[config.mk]
export PLATFORM = sky130hd
export DESIGN_NAME = ifetch_queue
export DESIGN_NICKNAME = d
export VERILOG_FILES = /design/src/rtl/ifetch_queue.sv
export SDC_FILE = /design/constraint.sdc
export NUM_CORES = 1
export LEC_CHECK = 0
export ABC_AREA = 1
export CAP_MARGIN = 5
export CORE_MARGIN = 2
export CORE_UTILIZATION = 50
export DETAILED_ROUTE_END_ITERATION = 6
export HOLD_SLACK_MARGIN = 0.02
export PLACE_DENSITY = 0.73
export SYNTH_ARGS = -nofsm -noshare
export SYNTH_HDL_FRONTEND = slang
export SYNTH_SLANG_ARGS = --single-unit
[constraint.sdc]
create_clock -name clk -period 9.1 [get_ports clk]
set_clock_uncertainty 0.2 [all_clocks]
set_input_delay 2.275 -clock clk [delete_from_list [all_inputs] [get_ports clk]]
set_output_delay 2.275 -clock clk [all_outputs]
set_load 0.02 [all_outputs]
[src/rtl/ifetch_queue.sv]
// Instruction fetch queue: issues fetches under a credit limit, tracks
// in-flight addresses and buffers returned words for decode; flush-aware.
module ifetch_queue #(
    parameter int XLEN  = 32,
    parameter int DEPTH = 4
) (
    input  logic            clk,
    input  logic            rst,
    input  logic [XLEN-1:0] pc_in,
    input  logic            pc_valid,
    output logic            pc_ready,
    output logic            imem_req_valid,
    output logic [XLEN-1:0] imem_req_addr,
    input  logic            imem_req_ready,
    input  logic            imem_rsp_valid,
    input  logic [XLEN-1:0] imem_rsp_data,
    input  logic            flush,
    output logic            out_valid,
    output logic [XLEN-1:0] out_instr,
    output logic [XLEN-1:0] out_pc,
    input  logic            out_ready
);

    localparam int CW = $clog2(DEPTH + 1);
    localparam int AW = $clog2(DEPTH);

    logic [CW-1:0]   outstanding;
    logic [CW-1:0]   stale;
    logic [CW-1:0]   occ;
    logic [AW-1:0]   pc_wp;
    logic [AW-1:0]   pc_rp;
    logic [AW-1:0]   iq_wp;
    logic [AW-1:0]   iq_rp;
    logic [XLEN-1:0] pcq      [DEPTH];
    logic [XLEN-1:0] iq_pc    [DEPTH];
    logic [XLEN-1:0] iq_instr [DEPTH];

    logic credit;
    logic rsp_ok;
    logic keep;
    logic out_fire;

    // Credit looks only at registered counts so pc_ready has no path
    // from the response or decode side.
    assign credit = ({1'b0, outstanding} + {1'b0, occ}) < (CW+1)'(DEPTH);

    assign imem_req_valid = rst & pc_valid & credit & ~flush;
    assign imem_req_addr  = pc_in;
    assign pc_ready       = imem_req_valid & imem_req_ready;

    assign rsp_ok   = imem_rsp_valid & (outstanding != '0);
    assign keep     = rsp_ok & (stale == '0) & ~flush;
    assign out_valid = rst & (occ != '0) & ~flush;
    assign out_fire = out_valid & out_ready;

    assign out_instr = iq_instr[iq_rp];
    assign out_pc    = iq_pc[iq_rp];

    always_ff @(posedge clk or negedge rst) begin
        if (!rst) begin
            outstanding <= '0;
            stale       <= '0;
            pc_wp       <= '0;
            pc_rp       <= '0;
        end else begin
            if (pc_ready)
                pc_wp <= pc_wp + 1'b1;
            if (rsp_ok)
                pc_rp <= pc_rp + 1'b1;

            if (pc_ready && !rsp_ok)
                outstanding <= outstanding + CW'(1);
            else if (!pc_ready && rsp_ok)
                outstanding <= outstanding - CW'(1);

            // A flush re-marks every fetch still in flight as stale.
            if (flush)
                stale <= rsp_ok ? outstanding - CW'(1) : outstanding;
            else if (rsp_ok && stale != '0)
                stale <= stale - CW'(1);
        end
    end

    always_ff @(posedge clk or negedge rst) begin
        if (!rst) begin
            occ   <= '0;
            iq_wp <= '0;
            iq_rp <= '0;
        end else if (flush) begin
            occ   <= '0;
            iq_rp <= iq_wp;
        end else begin
            if (keep)
                iq_wp <= iq_wp + 1'b1;
            if (out_fire)
                iq_rp <= iq_rp + 1'b1;
            if (keep && !out_fire)
                occ <= occ + CW'(1);
            else if (!keep && out_fire)
                occ <= occ - CW'(1);
        end
    end

    always_ff @(posedge clk) begin
        if (pc_ready)
            pcq[pc_wp] <= pc_in;
        if (keep) begin
            iq_pc[iq_wp]    <= pcq[pc_rp];
            iq_instr[iq_wp] <= imem_rsp_data;
        end
    end

endmodule

# Yosys cells after proc, flatten, opt, wreduce, memory -nomap -nowiden

Memories as Yosys holds them, arrays and structs flattened.
Cells that the tools add are included.

Register bits after elaboration: 17
RAM bits: 384
Bits of input ports: 71
Output and inout port bits: 99
Logic and storage cells: 64
Memories kept: 3

Memory list:

| name     | words | bits a word | rd ports | clocked after memory_dff | wr ports | RTL line | source |
|---|---|---|---|---|---|---|---|
| iq_instr | 4     | 32          | 1        | 0                        | 1        | 36       | `logic [XLEN-1:0] iq_instr [DEPTH];` |
| iq_pc    | 4     | 32          | 1        | 0                        | 1        | 35       | `logic [XLEN-1:0] iq_pc [DEPTH];` |
| pcq      | 4     | 32          | 1        | 0                        | 1        | 34       | `logic [XLEN-1:0] pcq [DEPTH];` |

Add/sub/neg operators: 10
$lt $le $gt $ge: 1
Multiplexer cells: 14
Bitwise gates (word level): 11
Reduce and logical (&&, ||, !) cells: 18

Operator list:

| cell                                                                          | number |
|---|---|
| 3-bit two-way mux                                                             | 8 |
| 3-bit nonzero test                                                            | 4 |
| 1-bit bitwise AND                                                             | 10 |
| 3-bit by 1-bit subtractor with 3-bit output (second input constant)           | 3 |
| 2-bit by 1-bit adder with 2-bit output (second input constant)                | 4 |
| 3-bit by 1-bit adder with 3-bit output (second input constant)                | 2 |
| 2-bit nonzero test                                                            | 3 |
| 1-bit logical AND                                                             | 5 |
| 3-bit by 3-bit adder with 4-bit output                                        | 1 |
| 1-bit logical NOT                                                             | 4 |
| 4-bit by 3-bit less-than comparator with 1-bit output (second input constant) | 1 |
| 1-bit two-way mux                                                             | 4 |
| 2-bit two-way mux                                                             | 2 |
| 3-bit logical NOT                                                             | 1 |
| 2-bit AND reduction                                                           | 1 |
| 1-bit NOT                                                                     | 1 |

# Depth between registers and ports, before layout

Gate-level depths: netlist of the first run.

Depth after elaboration: 9
Gate-level depth with buffers: 15
Gate-level depth less buffers: 15

# Least setup slack after synthesis of the first run

OpenSTA, ideal clock, no wires.

Path type: input-to-reg
From: input port imem_rsp_valid
To: memory iq_instr[0][0] (enable)
Library setup time: 487 ps
Arrival: 5255 ps
Data required time: 8413 ps
Slack: 3158 ps
Stages: 4
Buffers on the path: 0
Path through: inv_2 > nor2_4 > nand3_2 > nor2_1

Word-level cells in the longest chain between the ends: 5

Ends and longest elaborated chain:

| item                                    | RTL line | source |
|---|---|---|
| start, declared                         | 15       | `input logic imem_rsp_valid,` |
| 1-bit bitwise AND                       | 51       | `assign rsp_ok = imem_rsp_valid & (outstanding != '0);` |
| 1-bit bitwise AND (2 in a row)          | 52       | `assign keep = rsp_ok & (stale == '0) & ~flush;` |
| 1-bit two-way mux                       | 107      | `if (keep) begin` |
| 1-bit two-way mux (implied by the code) | 109      | `iq_instr[iq_wp] <= imem_rsp_data;` |
| end, declared                           | 36       |  |

Every way passes these cells.

# Final worst setup path of the first run

From: input port rst
To: output port pc_ready

Word-level cells in the longest chain between the ends: 4

Ends and longest elaborated chain:

| item                           | RTL line | source |
|---|---|---|
| start, declared                | 8        | `input logic rst,` |
| 1-bit bitwise AND (3 in a row) | 47       | `assign imem_req_valid = rst & pc_valid & credit & ~flush;` |
| 1-bit bitwise AND              | 49       | `assign pc_ready = imem_req_valid & imem_req_ready;` |
| end, declared                  | 11       | `output logic pc_ready,` |

Every way passes these cells.

==> out/metrics.csv, run 1 <==
stage,metric,value,unit
synthesis,Synthesized Nets,1210,
detailed_routing,Routed Antenna Nets,0,
clocking,Longest Clk Path Bufs,3,
global_route,largest net degree at the start of global routing,79,
timing,setup tns final,0,ps
place,post-place setup slack,2300,ps
timing,RSZ-0062 raised after global routing,no,
setup_path,R2R Path Start,outstanding[0],
synthesis,Synth warnings,0,
power,Sw Pwr,1.88,mW
die,area of the core,31300,um^2
cells_and_area,layout cells sized above 1,9.77,%
synthesis,sequential area share after synthesis,75.7,%
power,Reg power frac,40.6,%
setup_path,critical path class,in -> out,
min_path,Hold Crit Start,outstanding[2],
clocking,Root Buffer,clkbuf_16,
setup_path,R2R depth,7,
synthesis,Post-Synthesis Cell Area,15800,um^2
setup_path,end of the worst register-to-register path,iq_instr[2][24],
min_path,hold endpoint,outstanding[2],
clocking,clock buffer count from CTS,40,
power,total power density per cell area,303,nW/um^2
timing,Final period util,74.4,%
setup_path,CP Max Fanout,19,
cells_and_area,Finished Cell Area,18800,um^2
global_route,All-Layer GR Usage,18.7,%
synthesis,Mapped Cells,1122,
min_path,hold path depth,2,
cells_and_area,fin nets,1338,
setup_path,WP data arrival,4300,ps
synthesis,asr flop ratio synth,4.24,%
timing,fin. max-slew vios,0,
cells_and_area,ANT cells,0,
clocking,"Gates resized, CTS repair",0,
clocking,clock-pin slew on the worst setup and hold paths,60,ps
place,Area after DPL,17500,um^2
detailed_routing,drt total wl,31.2,mm
global_route,initial antenna violation count,0,
setup_path,Worst EP required,6630,ps
global_route,global-route wire length before repair,47.9,mm
power,clock power share,27.7,%
place,IO Port Bufs,169,
die,initial core utilization,50.5,%
job,Max-Cap Viols,0,
clocking,clk sinks,401,
timing,post-route setup slack,2330,ps
timing,hold slack,342,ps
timing,fin crit period,6770,ps
cells_and_area,filler cell count,2344,
die,die area,33000,um^2
timing,slew of the pin with the lowest slew margin,1140,ps
power,internal power,3.81,mW
setup_path,Critical Path Start Type,input port,
detailed_routing,Via density,5.45,
global_route,vias in the first global route,8841,
clocking,CTS tree,yes,
detailed_routing,Residual DRC,0,
die,Die Ht,182,um
power,Worst VDD drop,0.182,mV
detailed_routing,via count,9158,
synthesis,#FFs+latches synth,401,
timing,Fin. Hold Viols,0,
detailed_routing,DR WL/cell,18.5,um
place,post-DP HPWL,17.4,mm
timing,fmax,148,MHz
synthesis,prevailing post-synth register cell,edfxtp_1,
clocking,clk_lat worst skew,530,ps
detailed_routing,DRT iter0 DRCs,690,
cells_and_area,area grow syn2layout,18.9,%
die,Die X,182,um
power,Sw Share,33.0,%
min_path,Tightest Hold Check Type,reg -> reg,
clocking,setup bufs post-CTS,0,
global_route,Overflow after GRT,0,
outcome,outcome,"complete, no violations",
synthesis,synthesized area per cell,14.1,um^2
die,num ports,170,
clocking,maximum level of the CTS H-tree,2,
detailed_routing,DRT Pass-1 Iters,5,
power,Leakage,6.21,nW
place,GP Congestion,0.786,
power,Logic pwr share,31.7,%
timing,# setup viols final,0,
synthesis,Post-synth EDFFs,384,
die,Site Rows,65,
synthesis,post-synth cell types,30,
clocking,hold-fix buffers at CTS,0,
setup_path,CP endpoint kind,output pin,
power,"Power, Total",5.69,mW
timing,max_slew headroom,23.7,%
setup_path,R2R Setup Slk,5590,ps
==> flip-flops by register name (all words and copies together), names as in the netlist <==
name	flops
iq_instr	128
iq_rp	2
iq_wp	2
outstanding	3
iq_pc	128
pc_wp	2
pcq	128
stale	3
pc_rp	2
occ	3
==> metrics by stage <==
stage,std cells,utilization (%)
2_1_floorplan,1122,-
3_3_place_gp,1610,56.0
3_5_place_dp,1610,56.0
4_1_cts,1681,60.0
5_1_grt,1681,60.0
6_report,1681,60.0
==> cell usage after synthesis, types with 2 or more instances <==
library cell | instances | area [um^2]
xor2_1 | 5 | 43.8
nand2_2 | 3 | 18.8
o21ai_0 | 128 | 641
o22ai_1 | 85 | 532
nand2_1 | 29 | 109
clkbuf_1 | 29 | 109
nand4_1 | 3 | 18.8
nor2_1 | 196 | 736
nor2_2 | 14 | 87.6
inv_1 | 27 | 101
buf_2 | 11 | 55.1
o21ai_1 | 79 | 395
xnor2_1 | 2 | 17.5
dfrtp_1 | 17 | 425
nor2_4 | 3 | 33.8
nand3_2 | 2 | 20.0
a21oi_1 | 2 | 10.0
edfxtp_1 | 384 | 11500
buf_6 | 11 | 124
ha_1 | 16 | 200
inv_2 | 8 | 30.0
o22ai_2 | 11 | 138
nand3_1 | 8 | 40.0
buf_4 | 43 | 323
==> metal layers <==
| metal | vias up | wire, um | GRT usage [%] |
|---|---|---|---|
| met5 | - | 0 | 0 |
| met4 | 0 | 684 | 6.24 |
| met3 | 48 | 1850 | 3.49 |
| met2 | 270 | 15000 | 31.3 |
| met1 | 4474 | 13700 | 24.9 |
| li1 | 4366 | - | - |
==> cell type report <==
| class | instances | area, um^2 | area share (%) |
|---|---|---|---|
| flip-flops and latches | 401 | 12000 | 63.7 |
| repair buffers | 181 | 1780 | 9.48 |
| multi-input cells | 590 | 3140 | 16.7 |
| clock inverters | 22 | 226 | 1.21 |
| inverters | 36 | 138 | 0.732 |
| clock buffers | 49 | 1030 | 5.51 |
| well taps | 402 | 503 | 2.68 |
==> power by group through the flow <==
stage               Clock (mW)  Sequential, mW  Combinational, mW
detailed placement           0            2.35               1.81
floorplan                    0            2.32               1.18
global route              1.67            2.32               1.97
CTS                       1.60            2.31               1.82
global placement             0            2.35               1.77
finish                    1.58            2.31               1.80
==> layout by cell type (no fill, tap or decap), types with 3 or more instances in the layout <==
cell type,count
buf_4,12
bufinv_16,4
clkbuf_1,9
clkbuf_16,40
clkdlybuf4s50_1,169
clkinv_1,4
clkinv_2,10
dfrtp_1,14
edfxtp_1,384
ha_1,16
inv_1,27
inv_2,8
nand2_1,29
nand2_2,3
nand3_1,8
nand4_1,3
nor2_1,188
nor2_2,14
nor2_4,11
o21ai_0,128
o21ai_1,79
o22ai_1,85
o22ai_2,11
xor2_1,5
==> how the worst max path moves through the flow <==
stage	startpoint	endpoint	slack [ps]	depth (start not counted)
floorplan	imem_rsp_valid	iq_instr[0][0]	3160	4
global placement	rst	pc_ready	2320	9
detailed placement	rst	pc_ready	2300	9
CTS	rst	pc_ready	2290	9
global route	rst	pc_ready	2140	9
finish	rst	pc_ready	2330	9
==> kinds of logic (layout without fill, tap and decap cells) <==
logic type	count (synthesis)	after routing	synth area share (%)
flops	401	401	75.7
compound gates	308	308	11.0
simple gates	258	258	6.73
buf+inv	131	288	4.83
fa+ha+maj	17	17	1.39
xor+xnor	7	7	0.388
==> worst max-delay path, stage by stage <==
cell             delay, ps
clkdlybuf4s50_1        460
buf_4                  260
inv_1                   90
nor2_1                  90
nand2_1                 90
nor2_4                 140
nand2_2                170
inv_2                  130
clkdlybuf4s50_1        610
No activity file was read; power rests on OpenSTA's default activity.
==> inputs of run 2 (changes only) <==
Clock period 9.1 ns to 6.3 ns, I/O delays scaled along.
==> out/metrics.csv, run 2 (synthesis results as in run 1) <==
stage,metric,value,unit
detailed_routing,via count,9163,
clocking,CTS tree,yes,
timing,setup tns final,0,ps
clocking,setup bufs post-CTS,0,
clocking,clock buffer count from CTS,40,
global_route,vias in the first global route,8912,
job,Max-Cap Viols,0,
clocking,Root Buffer,clkbuf_16,
timing,Final period util,83.6,%
setup_path,end of the worst register-to-register path,pcq[0][9],
setup_path,CP cell instances,clkdlybuf4s50_1 -> nor2_2 -> nand2_1 -> nor2_4 -> nand2_2 -> inv_2 -> clkdlybuf4s50_1,
clocking,clock-pin slew on the worst setup and hold paths,60,ps
die,Site Rows,65,
setup_path,R2R Path Start,outstanding[1],
clocking,"Gates resized, CTS repair",0,
timing,slew of the pin with the lowest slew margin,1140,ps
clocking,hold-fix buffers at CTS,0,
cells_and_area,area grow syn2layout,18.7,%
setup_path,R2R depth,6,
cells_and_area,highest-count cells in the layout ignoring fill and taps,"384 x edfxtp_1, 188 x nor2_1, 169 x clkdlybuf4s50_1",
detailed_routing,DRT Pass-1 Iters,5,
clocking,maximum level of the CTS H-tree,2,
cells_and_area,fin nets,1342,
power,Leakage,6.19,nW
timing,fmax,190,MHz
setup_path,R2R Setup Slk,3590,ps
detailed_routing,DRT iter0 DRCs,556,
timing,Fin. Hold Viols,0,
global_route,Overflow after GRT,0,
place,post-DP HPWL,17.8,mm
detailed_routing,drt total wl,31.5,mm
setup_path,Worst EP required,4530,ps
min_path,Tightest Hold Check Type,reg -> reg,
detailed_routing,DR WL/cell,18.7,um
clocking,Longest Clk Path Bufs,3,
cells_and_area,"leading cell type in the layout, fill and taps excluded",edfxtp_1,
place,post-place setup slack,1020,ps
power,"Power, Total",8.10,mW
setup_path,WP data arrival,3490,ps
global_route,initial antenna violation count,0,
detailed_routing,Routed Antenna Nets,0,
place,GP Congestion,0.787,
cells_and_area,layout cells sized above 1,9.51,%
timing,fin. max-slew vios,0,
place,IO Port Bufs,169,
timing,fin crit period,5270,ps
global_route,All-Layer GR Usage,19.1,%
timing,# setup viols final,0,
die,initial core utilization,50.5,%
cells_and_area,largest registers,"iq_instr: 128 flops, iq_pc: 128 flops, pcq: 128 flops",
die,Die Ht,182,um
setup_path,CP endpoint kind,output pin,
global_route,global-route wire length before repair,49.1,mm
die,area of the core,31300,um^2
timing,RSZ-0062 raised after global routing,no,
detailed_routing,Via density,5.44,
place,placed cells,1614,
min_path,hold path depth,2,
clocking,clk_lat worst skew,540,ps
timing,hold slack,362,ps
setup_path,CP Max Fanout,11,
die,Die X,182,um
detailed_routing,Residual DRC,0,
setup_path,Critical Path Start Type,input port,
cells_and_area,fin cells,1685,
setup_path,max incr delay on CP,610,ps
setup_path,most used cell along the critical path,clkdlybuf4s50_1,
cells_and_area,ANT cells,0,
setup_path,critical path class,in -> out,
setup_path,critical path endpoint,pc_ready,
timing,max_slew headroom,24.0,%
timing,post-route setup slack,1030,ps
global_route,largest net degree at the start of global routing,76,
die,num ports,170,
setup_path,Worst path slowest cell,clkdlybuf4s50_1,
power,Worst VDD drop,0.254,mV
clocking,clk sinks,401,
outcome,outcome,"complete, no violations",
setup_path,CP Launch Point,flush,
power,total power density per cell area,432,nW/um^2
die,die area,33000,um^2
[run 2: changes by cell type in the layout (fill, tap and decap cells not counted)]
cell and delta:
clkinv_2 -5, clkbuf_16 +1, inv_16 +2, clkinv_8 -1
clkinv_1 +7, buf_4 +3, bufinv_16 -4, buf_12 +1
[run 2: final cells by class]
| type | count | area, um^2 |
|---|---|---|
| flip-flops and latches | 401 | 12000 |
| multi-input cells | 590 | 3140 |
| well taps | 402 | 503 |
| inverters | 36 | 138 |
| repair buffers | 185 | 1820 |
| fillers | 2372 | 12500 |
| clock buffers | 50 | 1060 |
| clock inverters | 21 | 131 |
[run 2: worst min path at each step]
stage	from	to	slack [ps]
final	stale[1]	stale[1]	360
after global routing	outstanding[2]	outstanding[2]	390
after CTS	stale[1]	stale[1]	360
after detailed placement	stale[1]	stale[1]	340
after global placement	outstanding[2]	outstanding[2]	330
after floorplan	outstanding[2]	outstanding[2]	290
[run 2: power breakdown]
group	leakage, nW	switching [mW]	internal, mW
logic	1.96	1.68	0.938
clock network	0.581	0.947	1.20
registers	3.66	0.0984	3.24
total	6.19	2.72	5.38
[run 2: per-stage QoR]
stage               area, um^2  util [%]
CTS                      18800      59.9
floorplan                15800         -
finish                   18800      59.9
global route             18800      59.9
detailed placement       17600      56.1
global placement         17600      56.1
[run 2: critical path, delay by kind of cell]
family	cells	cell delay [ps]
buf+inv	3	1350
simple gates	4	560
[run 2: routing by layer]
layer	wire length (um)	GRT usage [%]	up-vias
met3	1900	3.55	49
met4	664	5.66	0
met2	15300	32.3	258
li1	-	-	4378
met1	13700	25.5	4478
met5	0	0	-
==> inputs of run 3 (changes only) <==
Clock period 6.3 ns to 5.4 ns, I/O delays scaled along.
==> out/metrics.csv, run 3 (synthesis results as in run 1) <==
stage,metric,value,unit
setup_path,max incr delay on CP,640,ps
setup_path,CP endpoint kind,output pin,
setup_path,Critical Path Start Type,input port,
detailed_routing,drt total wl,31.6,mm
die,Site Rows,65,
global_route,All-Layer GR Usage,19.0,%
setup_path,Worst path slowest cell,clkdlybuf4s50_1,
clocking,CTS tree,yes,
cells_and_area,filler cell count,2348,
detailed_routing,DRT Pass-1 Iters,5,
global_route,initial antenna violation count,0,
clocking,clk sinks,401,
cells_and_area,ANT cells,0,
job,Max-Cap Viols,0,
timing,max_slew headroom,24.3,%
setup_path,critical path class,in -> out,
setup_path,Worst EP required,3850,ps
place,post-DP HPWL,17.8,mm
min_path,Tightest Hold Check Type,reg -> reg,
clocking,hold-fix buffers at CTS,0,
cells_and_area,register area,12000,um^2
outcome,outcome,"complete, no violations",
clocking,maximum level of the CTS H-tree,2,
setup_path,CP cell instances,clkdlybuf4s50_1 -> nor2_2 -> nand2_1 -> nor2_4 -> nand2_2 -> inv_2 -> clkdlybuf4s50_1,
detailed_routing,via count,9225,
timing,fmax,206,MHz
clocking,"Gates resized, CTS repair",0,
global_route,global-route wire length before repair,48.7,mm
cells_and_area,layout cells sized above 1,10.2,%
die,die area,33000,um^2
setup_path,WP depth,7,
global_route,largest net degree at the start of global routing,99,
setup_path,CP Max Fanout,11,
setup_path,most used cell along the critical path,clkdlybuf4s50_1,
cells_and_area,area grow syn2layout,19.9,%
cells_and_area,Multi-input gate area,3140,um^2
timing,slew of the pin with the lowest slew margin,1130,ps
clocking,Root Buffer,clkbuf_16,
clocking,clock-pin slew on the worst setup and hold paths,60,ps
setup_path,Crit path max-delay family,buffers and inverters,
detailed_routing,Residual DRC,0,
global_route,Overflow after GRT,0,
timing,Final period util,89.8,%
clocking,clk_lat worst skew,550,ps
clocking,clock buffer count from CTS,42,
power,"Power, Total",9.72,mW
power,Worst VDD drop,0.284,mV
detailed_routing,DR WL/cell,18.7,um
timing,Fin. Hold Viols,0,
timing,hold slack,344,ps
global_route,vias in the first global route,9019,
die,Die Ht,182,um
detailed_routing,Routed Antenna Nets,0,
place,GP Congestion,0.793,
cells_and_area,largest registers,"iq_instr: 128 flops, iq_pc: 128 flops, pcq: 128 flops",
timing,fin. max-slew vios,0,
timing,# setup viols final,0,
die,num ports,170,
timing,post-route setup slack,548,ps
cells_and_area,highest-count cells in the layout ignoring fill and taps,"384 x edfxtp_1, 188 x nor2_1, 169 x clkdlybuf4s50_1",
cells_and_area,fin nets,1345,
detailed_routing,DRT iter0 DRCs,715,
place,post-place setup slack,554,ps
clocking,Longest Clk Path Bufs,3,
setup_path,CP Buf/Inv Count,3,
place,IO Port Bufs,169,
power,total power density per cell area,513,nW/um^2
clocking,setup bufs post-CTS,0,
timing,RSZ-0062 raised after global routing,no,
die,Die X,182,um
die,initial core utilization,50.5,%
die,area of the core,31300,um^2
detailed_routing,Via density,5.46,
power,Leakage,6.28,nW
setup_path,WP data arrival,3300,ps
timing,fin crit period,4850,ps
cells_and_area,"leading cell type in the layout, fill and taps excluded",edfxtp_1,
setup_path,R2R depth,4,
timing,setup tns final,0,ps
min_path,hold path depth,3,
-- run 3: cell types whose count changed in the layout (fill, tap and decap cells not counted), moves of 2 or more --
cell and delta:
buf_12 +2, bufinv_16 +3, clkbuf_1 -4, clkbuf_16 +2
clkbuf_8 +2, clkinv_8 +2, inv_16 -2
-- run 3: layout make-up --
| cell class | count | area share, % |
|---|---|---|
| clock buffers | 50 | 5.92 |
| clock inverters | 26 | 1.19 |
| inverters | 36 | 0.726 |
| multi-input cells | 590 | 16.6 |
| flip-flops and latches | 401 | 63.1 |
| well taps | 402 | 2.65 |
| repair buffers | 186 | 9.80 |
-- run 3: through the flow --
stage | util (%) | instance area (um^2) | instances
final | 60.5 | 19000 | 1691
after global placement | 56.2 | 17600 | 1615
after global routing | 60.5 | 19000 | 1691
after detailed placement | 56.2 | 17600 | 1615
after floorplan | - | 15800 | 1122
after CTS | 60.5 | 19000 | 1691
-- run 3: worst reg2reg max path: stages (launching register included) --
cell and delay, ps:
dfrtp_2 380, buf_4 300, inv_2 950, o21ai_1 140, o22ai_1 480
-- run 3: path summary, 6_finish.rpt --
| kind | startpoint | end | slack [ps] |
|---|---|---|---|
| max | flush | pc_ready | 550 |
| max reg2reg | pc_rp[0] | iq_pc[2][1] | 2650 |
| min | stale[0] | stale[0] | 340 |
| min in group asynchronous | rst | outstanding[2] | 970 |
| min reg2reg | stale[0] | stale[0] | 340 |
| max in group asynchronous | rst | iq_rp[0] | 3790 |
-- run 3: power breakdown --
part / total (mW) / switching, mW / internal [mW]
logic: 3.07 / 1.97 / 1.09
clock network: 2.78 / 1.15 / 1.63
registers: 3.88 / 0.102 / 3.78
-- run 3: metal layers --
metal	track usage (%)	vias up	wire length, um
met4	5.85	0	634
met1	24.8	4508	13700
met3	2.89	40	1660
li1	-	4403	-
met2	32.9	274	15600
met5	0	-	0
